==> src/rtl/muldiv_unit.sv <==
// muldiv_unit: iterative multiply/divide unit that owns the Hi/Lo register pair.
//   Signed and unsigned MULT/DIV use one radix-2 step per cycle. Divide by zero
//   is flagged. A start/busy/done handshake lets the control FSM wait for the
//   result. Hi and Lo can also be written directly while the unit is idle.
//
// Ports
//   clk, reset        clock; synchronous active-low reset
//   start, op         start request (sampled in IDLE); 00 MULT, 01 MULTU, 10 DIV, 11 DIVU
//   op_a, op_b        multiplicand/dividend, multiplier/divisor
//   hi_we, lo_we      direct Hi/Lo write enables (IDLE only), data on wdata
//   busy, done        busy while not IDLE; done is a one-cycle completion pulse
//   divby0            valid with done: divide with op_b == 0
//   hi, lo            Hi/Lo registers (MULT: product high/low; DIV: remainder/quotient)
module muldiv_unit #(
    parameter int WIDTH = 32,
    parameter int CNT_W = $clog2(WIDTH + 1)
) (
    input  logic             clk,
    input  logic             reset,
    input  logic             start,
    input  logic [1:0]       op,
    input  logic [WIDTH-1:0] op_a,
    input  logic [WIDTH-1:0] op_b,
    input  logic             hi_we,
    input  logic             lo_we,
    input  logic [WIDTH-1:0] wdata,
    output logic             busy,
    output logic             done,
    output logic             divby0,
    output logic [WIDTH-1:0] hi,
    output logic [WIDTH-1:0] lo
);

    typedef enum logic [1:0] {IDLE, RUN, FIX, DONE} stateType;

    localparam logic [CNT_W-1:0] LAST_STEP = CNT_W'(WIDTH - 1);

    stateType           state, stateNext;
    logic [CNT_W-1:0]   cnt;
    logic [1:0]         opReg;
    logic [WIDTH-1:0]   magA, magB;
    logic [2*WIDTH-1:0] acc;
    logic               negRes, negRem;
    logic               divby0Reg;
    logic [WIDTH-1:0]   hiReg, loReg;

    // Decode of the incoming request
    logic               startSigned, startDivZero;
    logic [WIDTH-1:0]   absA, absB;

    assign startSigned  = ~op[0];
    assign startDivZero = op[1] && (op_b == '0);
    assign absA = (startSigned && op_a[WIDTH-1]) ? -op_a : op_a;
    assign absB = (startSigned && op_b[WIDTH-1]) ? -op_b : op_b;

    // Multiply step: add multiplicand into the upper half (with carry), then shift right.
    logic [WIDTH:0]     mulSum;
    assign mulSum = {1'b0, acc[2*WIDTH-1:WIDTH]} + (magB[0] ? {1'b0, magA} : '0);

    // Restoring divide step: remainder lives in acc upper half, quotient in lower half,
    // dividend bits are fed in from the MSB of magA. The W-bit subtraction is exact
    // whenever divOk holds, because the true remainder is then below the divisor.
    logic [WIDTH:0]     divShift;
    logic [WIDTH-1:0]   remSub;
    logic               divOk;
    assign divShift = {acc[2*WIDTH-1:WIDTH], magA[WIDTH-1]};
    assign divOk    = divShift >= {1'b0, magB};
    assign remSub   = divShift[WIDTH-1:0] - magB;

    // Sign correction. MIN_INT / -1 wraps naturally: magnitude 2^(W-1) negated is itself.
    logic [2*WIDTH-1:0] prodFix;
    logic [WIDTH-1:0]   quotFix, remFix;
    assign prodFix = negRes ? -acc : acc;
    assign quotFix = negRes ? -acc[WIDTH-1:0] : acc[WIDTH-1:0];
    assign remFix  = negRem ? -acc[2*WIDTH-1:WIDTH] : acc[2*WIDTH-1:WIDTH];

    always_ff @(posedge clk) begin
        if (!reset) state <= IDLE;
        else        state <= stateNext;
    end

    always_comb begin
        stateNext = state;
        case (state)
            IDLE: if (start) stateNext = startDivZero ? DONE : RUN;
            RUN:  if (cnt == LAST_STEP) stateNext = FIX;
            FIX:  stateNext = DONE;
            DONE: stateNext = IDLE;
            default: stateNext = IDLE;
        endcase
    end

    always_ff @(posedge clk) begin
        if (!reset) begin
            cnt       <= '0;
            opReg     <= '0;
            magA      <= '0;
            magB      <= '0;
            acc       <= '0;
            negRes    <= 1'b0;
            negRem    <= 1'b0;
            divby0Reg <= 1'b0;
            hiReg     <= '0;
            loReg     <= '0;
        end else begin
            case (state)
                IDLE: begin
                    if (hi_we) hiReg <= wdata;
                    if (lo_we) loReg <= wdata;
                    if (start) begin
                        opReg     <= op;
                        magA      <= absA;
                        magB      <= absB;
                        negRes    <= startSigned && (op_a[WIDTH-1] ^ op_b[WIDTH-1]);
                        negRem    <= startSigned && op_a[WIDTH-1];
                        acc       <= '0;
                        cnt       <= '0;
                        divby0Reg <= startDivZero;
                    end
                end
                RUN: begin
                    cnt <= cnt + 1'b1;
                    if (opReg[1]) begin
                        magA <= magA << 1;
                        acc  <= {divOk ? remSub : divShift[WIDTH-1:0], acc[WIDTH-2:0], divOk};
                    end else begin
                        magB <= magB >> 1;
                        acc  <= {mulSum, acc[WIDTH-1:1]};
                    end
                end
                FIX: begin
                    if (opReg[1]) begin
                        loReg <= quotFix;
                        hiReg <= remFix;
                    end else begin
                        {hiReg, loReg} <= prodFix;
                    end
                end
                DONE: divby0Reg <= 1'b0;
                default: ;
            endcase
        end
    end

    assign busy   = (state != IDLE);
    assign done   = (state == DONE);
    assign divby0 = divby0Reg;
    assign hi     = hiReg;
    assign lo     = loReg;

endmodule
==> config.mk <==
export PLATFORM = sky130hd
export DESIGN_NAME = muldiv_unit
export DESIGN_NICKNAME = d
export VERILOG_FILES = /design/src/rtl/muldiv_unit.sv
export SDC_FILE = /design/constraint.sdc
export NUM_CORES = 1
export LEC_CHECK = 0
export ABC_AREA = 1
export CAP_MARGIN = 20
export CORE_ASPECT_RATIO = 1.25
export CORE_MARGIN = 1.5
export CORE_UTILIZATION = 32
export CTS_BUF_LIST = sky130_fd_sc_hd__clkbuf_8
export CTS_CLUSTER_DIAMETER = 150
export DETAILED_ROUTE_END_ITERATION = 12
export DONT_BUFFER_PORTS = 1
export SETUP_SLACK_MARGIN = 0.4
export SLEW_MARGIN = 20
export SYNTH_ARGS = -nofsm -noshare
export SYNTH_HDL_FRONTEND = slang
export SYNTH_SLANG_ARGS = --single-unit
==> constraint.sdc <==
create_clock -name clk -period 4.2 [get_ports clk]
set_input_delay 0.63 -clock clk [delete_from_list [all_inputs] [get_ports clk]]
set_output_delay 0.63 -clock clk [all_outputs]
set_load 0.05 [all_outputs]
Word-level counts from Yosys, hierarchy flattened
Index checks and enable logic that the tools add are counted.
W data, S select, Z words.
- flip-flop bits (word level): 205
- bits of input ports: 103
- output and inout bits: 67
- word-level logic and storage cells: 80
- add/subtract/negate cells: 8
- order comparisons: 1
- equal/unequal tests: 10
- muxes and demuxes: 30
- bitwise logic cells: 2
- reductions and logical operators: 18
- operators with widths (kind ; count):
    $mux W32 ; 14
    $pmux W32 S2 ; 4
    $mux W64 ; 3
    $neg A32 Y32 ; 4
    $pmux W64 S2 ; 1
    $neg A64 Y64 ; 1
    $add A32 B32 Y33 ; 1
    $ge A33 B32 Y1 ; 1
    $logic_not A32 Y1 ; 1
    $sub A32 B32 Y32 ; 1
    $ne A2 B2 Y1 const B ; 6
    $pmux W6 S2 ; 1
    $reduce_and A2 Y1 ; 6
    $pmux W2 S4 ; 1
    $reduce_bool A2 Y1 ; 4
    $add A6 B1 Y6 const B ; 1
    $eq A6 B5 Y1 const B ; 1
    $mux W2 ; 3
    $mux W6 ; 1
    $reduce_and A3 Y1 ; 2
    $eq A2 B2 Y1 const B ; 2
    $logic_and A1 B1 Y1 ; 4
    $eq A2 B1 Y1 const B ; 1
    $logic_not A2 Y1 ; 1
    4 further kinds ; 4

Longest topological paths before layout
Gate-level depths: netlist of the first run.
- depth in word-level cells: 5
- mapped depth: 21
- gate-level depth less buffers: 20

Worst setup path after synthesis of the first run
No wires, ideal clock.
- path type: flip-flop to flip-flop
- start: reg magB[0]
- end: reg acc[47]
- arrival time: 2.436 ns
- required time: 4.072 ns
- setup slack: 1.637 ns
- cell stages (with the launch flop): 20
- buffers on the path: 1
- cell sequence: dfxtp_1 > clkbuf_1 > nand2_1 > inv_1 > ha_1 > inv_1 > fa_1 > inv_1 > nand3_1 > nand3_1 > nand2_1 > nand2_1 > inv_1 > o21ai_0 > xor2_1 > nand2_1 > nand2_1 > nor2_1 > nor2_1 > nor2_1
- cells in the longest elaborated chain, start to end: 4
- elaborated cells on any way between the ends: 7
- classes of those cells: add/sub: 2; order compare: 1; mux: 4
- RTL lines (item ; line ; text):
    start, declared ; 41 ; logic [WIDTH-1:0] magA, magB;
    start signal, assigned ; 113 ; magB <= absB;
    start signal, assigned ; 127 ; magB <= magB >> 1;
    $mux W32 (tied with other cells) ; 58 ; assign mulSum = {1'b0, acc[2*WIDTH-1:WIDTH]} + (magB[0] ? {1'b0, magA} : '0);
    $add A32 B32 Y33 or $mux W32 (tied branches) ; 58, 125 ;
    $mux W64 (*) ; 123 ; if (opReg[1]) begin
    $pmux W64 S2 (*) ; 106 ; case (state)
    end signal, assigned ; 125 ; acc <= {divOk ? remSub : divShift[WIDTH-1:0], acc[WIDTH-2:0], divOk};
    end signal, assigned ; 128 ; acc <= {mulSum, acc[WIDTH-1:1]};
    end, declared ; 42 ; logic [2*WIDTH-1:0] acc;
Mark *: on every way between the ends. The rest lies on a longest branch, timed or not.
A chain may end at the register's enable or synchronous reset.

Final worst setup path of the first run
- start: reg acc[60]
- end: reg acc[43]
- cells in the longest elaborated chain, start to end: 4
- RTL lines (item ; line ; text):
    $ge A33 B32 Y1 ; 67 ; assign divOk = divShift >= {1'b0, magB};
    $mux W32 ; 125 ;
    $mux W64 ; 123 ;
    $pmux W64 S2 ; 106 ;
Every way passes these cells.

==> results of run 1 <==
[routing by layer]
metal | wire (um) | vias to the layer above | global-route usage [%]
met3 | 4953 | 229 | 4.020
met2 | 34920 | 836 | 41.02
li1 | - | 10484 | -
met4 | 5642 | 0 | 17.06
met5 | 0 | - | 0
met1 | 29410 | 9505 | 28.53
[worst max-delay path by stage]
stage | startpoint | end | slack, ps | cells past startpoint
detailed placement | magB[0] | acc[49] | 1060 | 15
floorplan | magB[0] | acc[47] | 1640 | 19
global placement | magB[0] | acc[49] | 1080 | 15
CTS | magB[0] | acc[49] | 1070 | 15
finish | acc[60] | acc[43] | 1030 | 11
global route | magB[0] | acc[49] | 820 | 15
[state kept, by name, summed over array words and instances (netlist names)]
signal / flops
acc: 64
hi: 32
lo: 32
magA: 32
magB: 32
cnt: 6
state: 2
divby0: 1
negRem: 1
negRes: 1
opReg: 1
[cell usage in the layout (no fill, tap or decap), drive strengths merged, types with 20 or more instances in the layout]
master and n:
a31oi 20, o21ai 241, nand3 253, ha 74, a21oi 345, inv 412
nand2 1006, clkbuf 48, nand4 48, dfxtp 204, o211ai 25, xor2 32
buf 31, nor2 353, nor3 31
[logic make-up after synthesis]
logic type / Yosys count / synth area share [%]
DFF: 204 / 22.07
buffers and inverters: 532 / 11.23
AOI/OAI and AO/OA: 675 / 19.85
and+or+nand+nor: 1721 / 39.41
xor gates and xnor gates: 47 / 2.224
adders and majority gates: 76 / 5.219
[synth_stat cells (all sizes together)]
master,count
nand2,1006
inv,402
nor2,353
a21oi,345
nand3,253
o21ai,241
dfxtp,204
clkbuf,77
ha,74
buf,51
nand4,48
xor2,32
nor3,31
o211ai,25
a31oi,20
o21bai,18
o221ai,18
nand3b,16
xnor2,15
or2,5
and2,4
nor3b,3
a211oi,2
a21o,2
a221oi,2
clkinv,2
fa,2
nor4,2
o22ai,1
o31ai,1
[critical path, stage by stage (launching register included)]
cell	delay, ps
dfxtp_1	760
ha_1	430
nand2_1	150
nor2_1	80
a21oi_1	180
nand2_2	90
nor2_4	330
nand2_4	190
nor2_4	450
nand2_1	150
nand3b_1	120
a21oi_1	60
[power by group through the flow]
stage	logic [mW]	registers, mW	clock network [mW]
global placement	8.90	3.87	0
floorplan	6.53	3.61	0
detailed placement	8.84	3.88	0
global route	9.91	3.91	2.25
finish	8.98	3.85	2.15
CTS	8.87	3.84	2.18
[per-stage QoR]
step                setup slack (ps)  util, %
CTS                             1065    34.95
detailed placement              1065    33.50
global route                   815.4    34.95
global placement                1077    33.50
finish                          1026    34.95
floorplan                       1637        -
[cell type report]
class | count | area (sq um)
fillers | 6588 | 37170
multi-input cells | 2519 | 12360
flip-flops and latches | 204 | 4089
inverters | 404 | 1520
well taps | 750 | 938.4
clock buffers | 48 | 660.6
repair buffers | 31 | 232.7
clock inverters | 20 | 167.7
diodes | 1 | 2.502
==> metrics.csv, run 1 <==
stage,metric,value,unit
power_and_ir_drop,peak supply drop,0.3712,mV
synth,Area contributors post-synth,"dfxtp_1 (22%), nand2_1 (20%), a21oi_1 (9.1%)",
power_and_ir_drop,Leak,9.610,nW
drt,Vias,21054,
drt,initial DRC count,1581,
power_and_ir_drop,Comb pwr share,60.0,%
power_and_ir_drop,share of power burned in registers,25.7,%
power_and_ir_drop,internal power,6.241,mW
sta,RSZ-0062 raised after global routing,no,
drt,Routed WL,74.93,mm
power_and_ir_drop,Switching Share,58.32,%
sta,Final Hold Viols,0,
global_routing,vias in the first global route,19462,
worst_hold_path,worst hold start,reset,
cts,CTS tree,done,
cts,Post-CTS Setup Bufs,0,
sta,min Tclk post-route,3174,ps
cells_and_area,Finished Cell Area,0.01997,sq mm
placement,placed instance count,3908,
global_routing,initial antenna violation count,1,
drt,drt drc,0,
global_routing,grt total ovfl,0,
cts,CTS H-tree depth,2,
synth,sequential element share of the synthesized area,22.07,%
cts,Num CTS Buffers,38,
die,I/O pin total,170,
worst_hold_path,Cells on Worst Hold Path,2,
cells_and_area,layout cells sized above 1,5.890,%
global_routing,GR Util All Layers,24.55,%
synth,cells after synthesis,3255,
setup_path,Critical Path Source Type,flop,
die,num rows,98,
placement,Post-DP Area,0.01914,sq mm
power_and_ir_drop,total power,14.98,mW
sta,Least-Margin Pin Slew,1080,ps
power_and_ir_drop,clock power share,14.3,%
cts,Root Driver,clkbuf_8,
die,Initial Utilization,32.39,%
sta,worst hold margin,168.3,ps
die,core area,0.05714,sq mm
cts,maximum root-to-sink buffer count,3,
sta,final count of negative-setup-slack endpoints,0,
cells_and_area,nets,3377,
worst_hold_path,Min-Delay Endpoint,hi[26],
setup_path,critical path capture point type,flop,
die,die area,0.05929,sq mm
synth,"area leader, netlist",dfxtp_1,
die,chip width,218.1,um
synth,yosys warns,0,
placement,gp weighted congestion,0.9831,
setup_path,Reg2Reg Depth,11,
setup_path,crit path kind,flop to flop,
synth,Yosys top cell area share,22.07,%
run_status,status,completed,
cts,"Clk pin slew, worst setup/hold paths",60,ps
setup_path,CP max FO,20,
drt,Vias/cell,5.294,
cts,Sink Count,204,
global_routing,largest net degree at the start of global routing,75,
placement,PortBufs,0,
sta,Pins Over Slew Limit,0,
setup_path,Worst Path Required,4640,ps
placement,DP Wirelength,58.69,mm
drt,DRT antenna net count,0,
run,Max-cap violations,0,
synth,Post-Syn Area,0.01851,sq mm
setup_path,R2R Path Start,acc[60],
worst_hold_path,worst hold path class,input port to flop,
synth,Synth Register Bits,204,
setup_path,CP Data Arrival Time,3620,ps
cells_and_area,Layout Cells excl Fill,3977,
power_and_ir_drop,sw power,8.734,mW
sta,Max Freq,0.3151,GHz
die,Die Ht,271.9,um
synth,post-synthesis net count,3434,
sta,Relative slew margins,27.97,%
drt,WL/cell,18.84,um
cts,Post-CTS Resized,0,
cts,hold-fix buffers at CTS,0,
sta,period utilization,75.56,%
sta,Fin Setup TNS,0,ps
drt,drt pass-1 iters,6,
setup_path,"setup slack, reg-to-reg",1030,ps
sta,Worst Skew,38.88,ps
setup_path,reg-to-reg endpoint,acc[43],
cells_and_area,area added between synthesis and finish,7.917,%
synth,Synth cell types,51,
power_and_ir_drop,Pwr Density,749.8,mW/mm^2
synth,average size of a mapped cell,5.686,sq um
global_routing,first-pass GRT wire length,112.8,mm
cts,worst-skew pair later-pin latency,630,ps
Power figures use the tool's default switching activity.
==> run 2: changes to the inputs <==
clock period = 3 ns   (was 4.2 ns; I/O delays follow)
==> metrics.csv, run 2 (synthesized netlist as in run 1, its figures left out) <==
stage,metric,value,unit,change
cts,CTS H-tree depth,2,,unchanged
placement,gp weighted congestion,1.047,,+6.5%
cells_and_area,Top reg by flops,acc,,
cells_and_area,footprint of the multi-input gates,0.01265,sq mm,+2.3%
setup_path,reg-to-reg endpoint,acc[60],,
sta,Worst Skew,39.33,ps,+0.4555 ps
drt,DRT antenna net count,0,,unchanged
cells_and_area,"commonest cells after routing, fill and taps aside","nand2_1 (979), inv_1 (398), a21oi_1 (327), nor2_1 (316), nand3_1 (240)",,
sta,Final Hold Viols,0,,unchanged
power_and_ir_drop,peak supply drop,0.4907,mV,+32%
global_routing,vias in the first global route,20077,,+3.2%
setup_path,Critical Path Source Type,flop,,
cells_and_area,Reg area,0.004110,sq mm,+0.52%
setup_path,CP max FO,6,,-70%
drt,Vias,21314,,+1.2%
setup_path,"setup slack, reg-to-reg",410,ps,-620 ps
placement,DP Wirelength,61.13,mm,+4.2%
power_and_ir_drop,Pwr Density,1048,mW/mm^2,+40%
cells_and_area,Layout Cells excl Fill,4031,,+1.4%
die,core area,0.05714,sq mm,unchanged
setup_path,crit path kind,flop to flop,,
drt,WL/cell,19.15,um,+1.7%
sta,RSZ-0062 raised after global routing,yes,,
drt,Vias/cell,5.288,,-0.12%
drt,drt pass-1 iters,6,,unchanged
cells_and_area,nets,3433,,+1.7%
placement,PortBufs,0,,unchanged
die,chip width,218.1,um,unchanged
setup_path,critical path capture point type,flop,,
run_status,status,completed,,
cts,maximum root-to-sink buffer count,3,,unchanged
cts,worst-skew pair later-pin latency,620,ps,about the same
cells_and_area,"most common cell after layout, fill and taps aside",nand2_1,,
die,Die Ht,271.9,um,unchanged
cts,Root Driver,clkbuf_8,,
cts,Sink Count,204,,unchanged
die,Initial Utilization,32.39,%,unchanged
cts,"Clk pin slew, worst setup/hold paths",70,ps,about the same
die,die area,0.05929,sq mm,unchanged
sta,min Tclk post-route,2590,ps,-583.8 ps
global_routing,grt total ovfl,0,,unchanged
die,num rows,98,,unchanged
drt,initial DRC count,1664,,+5.2%
cts,CTS tree,done,,
setup_path,CP Data Arrival Time,3060,ps,-560 ps
sta,final count of negative-setup-slack endpoints,0,,unchanged
cells_and_area,Fill cells,6575,,-0.20%
cells_and_area,layout cells sized above 1,9.665,%,+3.8 points
global_routing,first-pass GRT wire length,116.7,mm,+3.4%
setup_path,R2R Path Start,acc[52],,
global_routing,initial antenna violation count,2,,+1
sta,period utilization,86.33,%,+11 points
setup_path,Reg2Reg Depth,14,,+3
die,I/O pin total,170,,unchanged
power_and_ir_drop,Leak,9.917,nW,+3.2%
sta,Relative slew margins,51.40,%,+23 points
sta,Max Freq,0.3861,GHz,+23%
drt,Routed WL,77.21,mm,+3.0%
global_routing,GR Util All Layers,25.44,%,+0.89 points
cts,Num CTS Buffers,40,,+5.3%
run,Max-cap violations,0,,unchanged
drt,drt drc,0,,unchanged
cells_and_area,Largest register FFs,64,,unchanged
global_routing,largest net degree at the start of global routing,85,,+13%
sta,Least-Margin Pin Slew,729.0,ps,-351.4 ps
sta,Pins Over Slew Limit,0,,unchanged
worst_hold_path,worst hold path class,input port to flop,,
sta,Fin Setup TNS,0,ps,unchanged
setup_path,CP endpoint,acc[60],,
setup_path,Worst Path Required,3470,ps,-1170 ps
placement,placed instance count,3952,,+1.1%
cells_and_area,area added between synthesis and finish,11.92,%,
setup_path,Crit. Startpoint,acc[52],,
==> run 2: area by class of cell <==
cell class / instances / share of cell area [%]
antenna: 1 / 0.01208
clock buffer: 44 / 2.924
timing repair buffer: 85 / 3.443
clock inverter: 24 / 0.8336
sequential: 204 / 19.84
multi-input combinational: 2519 / 61.05
tap: 750 / 4.531
inverter: 404 / 7.358
==> run 2: critical path: stages (launching register included) <==
cell	delay, ps
dfxtp_1	580
buf_4	230
ha_2	330
nand2_1	90
nand2_1	40
inv_1	90
o21ai_0	150
a21oi_1	360
nor2_1	90
nor2_1	150
nand2_1	70
nand2_1	60
nand3_1	70
nand3_1	90
a21oi_1	60
==> run 2: worst min path at each step <==
stage | cells after the start | end | start
after floorplan | 2 | magB[2] | magB[2]
after global placement | 2 | magB[30] | magB[30]
after detailed placement | 2 | magB[14] | magB[14]
after CTS | 2 | lo[4] | wdata[4]
after global routing | 2 | lo[6] | wdata[6]
final | 2 | lo[4] | wdata[4]
==> run 2: per-stage QoR <==
stage	hold WS, ps	utilization (%)	power, mW	setup slack (ps)	area [sq um]
global route	20.81	36.25	23.26	284.0	20710
detailed placement	455.3	34.16	18.31	275.9	19520
finish	24.88	36.25	21.71	410.2	20710
CTS	2.199	35.63	21.31	396.2	20360
global placement	452.4	34.16	18.37	267.6	19520
floorplan	444.7	-	14.20	436.6	18510
==> run 2: metal layers <==
layer	GRT usage, %	vias up	part of all wire (%)
met4	16.48	0	7.1
met3	3.395	226	6.1
met5	0	-	0
met2	42.57	811	47
li1	-	10609	-
met1	30.44	9668	40
==> run 2: report_power, final <==
| group | switching (mW) | internal (mW) | leakage (nW) |
|---|---|---|---|
| clock network | 1.36 | 1.53 | 0.458 |
| registers | 1.85 | 3.51 | 1.68 |
| logic | 9.32 | 4.14 | 7.78 |
==> run 2: repair_timing <==
item | CTS | global route
endpoints found under the setup margin | 15 | 36
setup buffers | 0 | 7
hold buffers | 3 | 0
pin swaps | 0 | 5
gates resized for setup | 8 | 84
endpoints found under the hold margin | 65 | 0
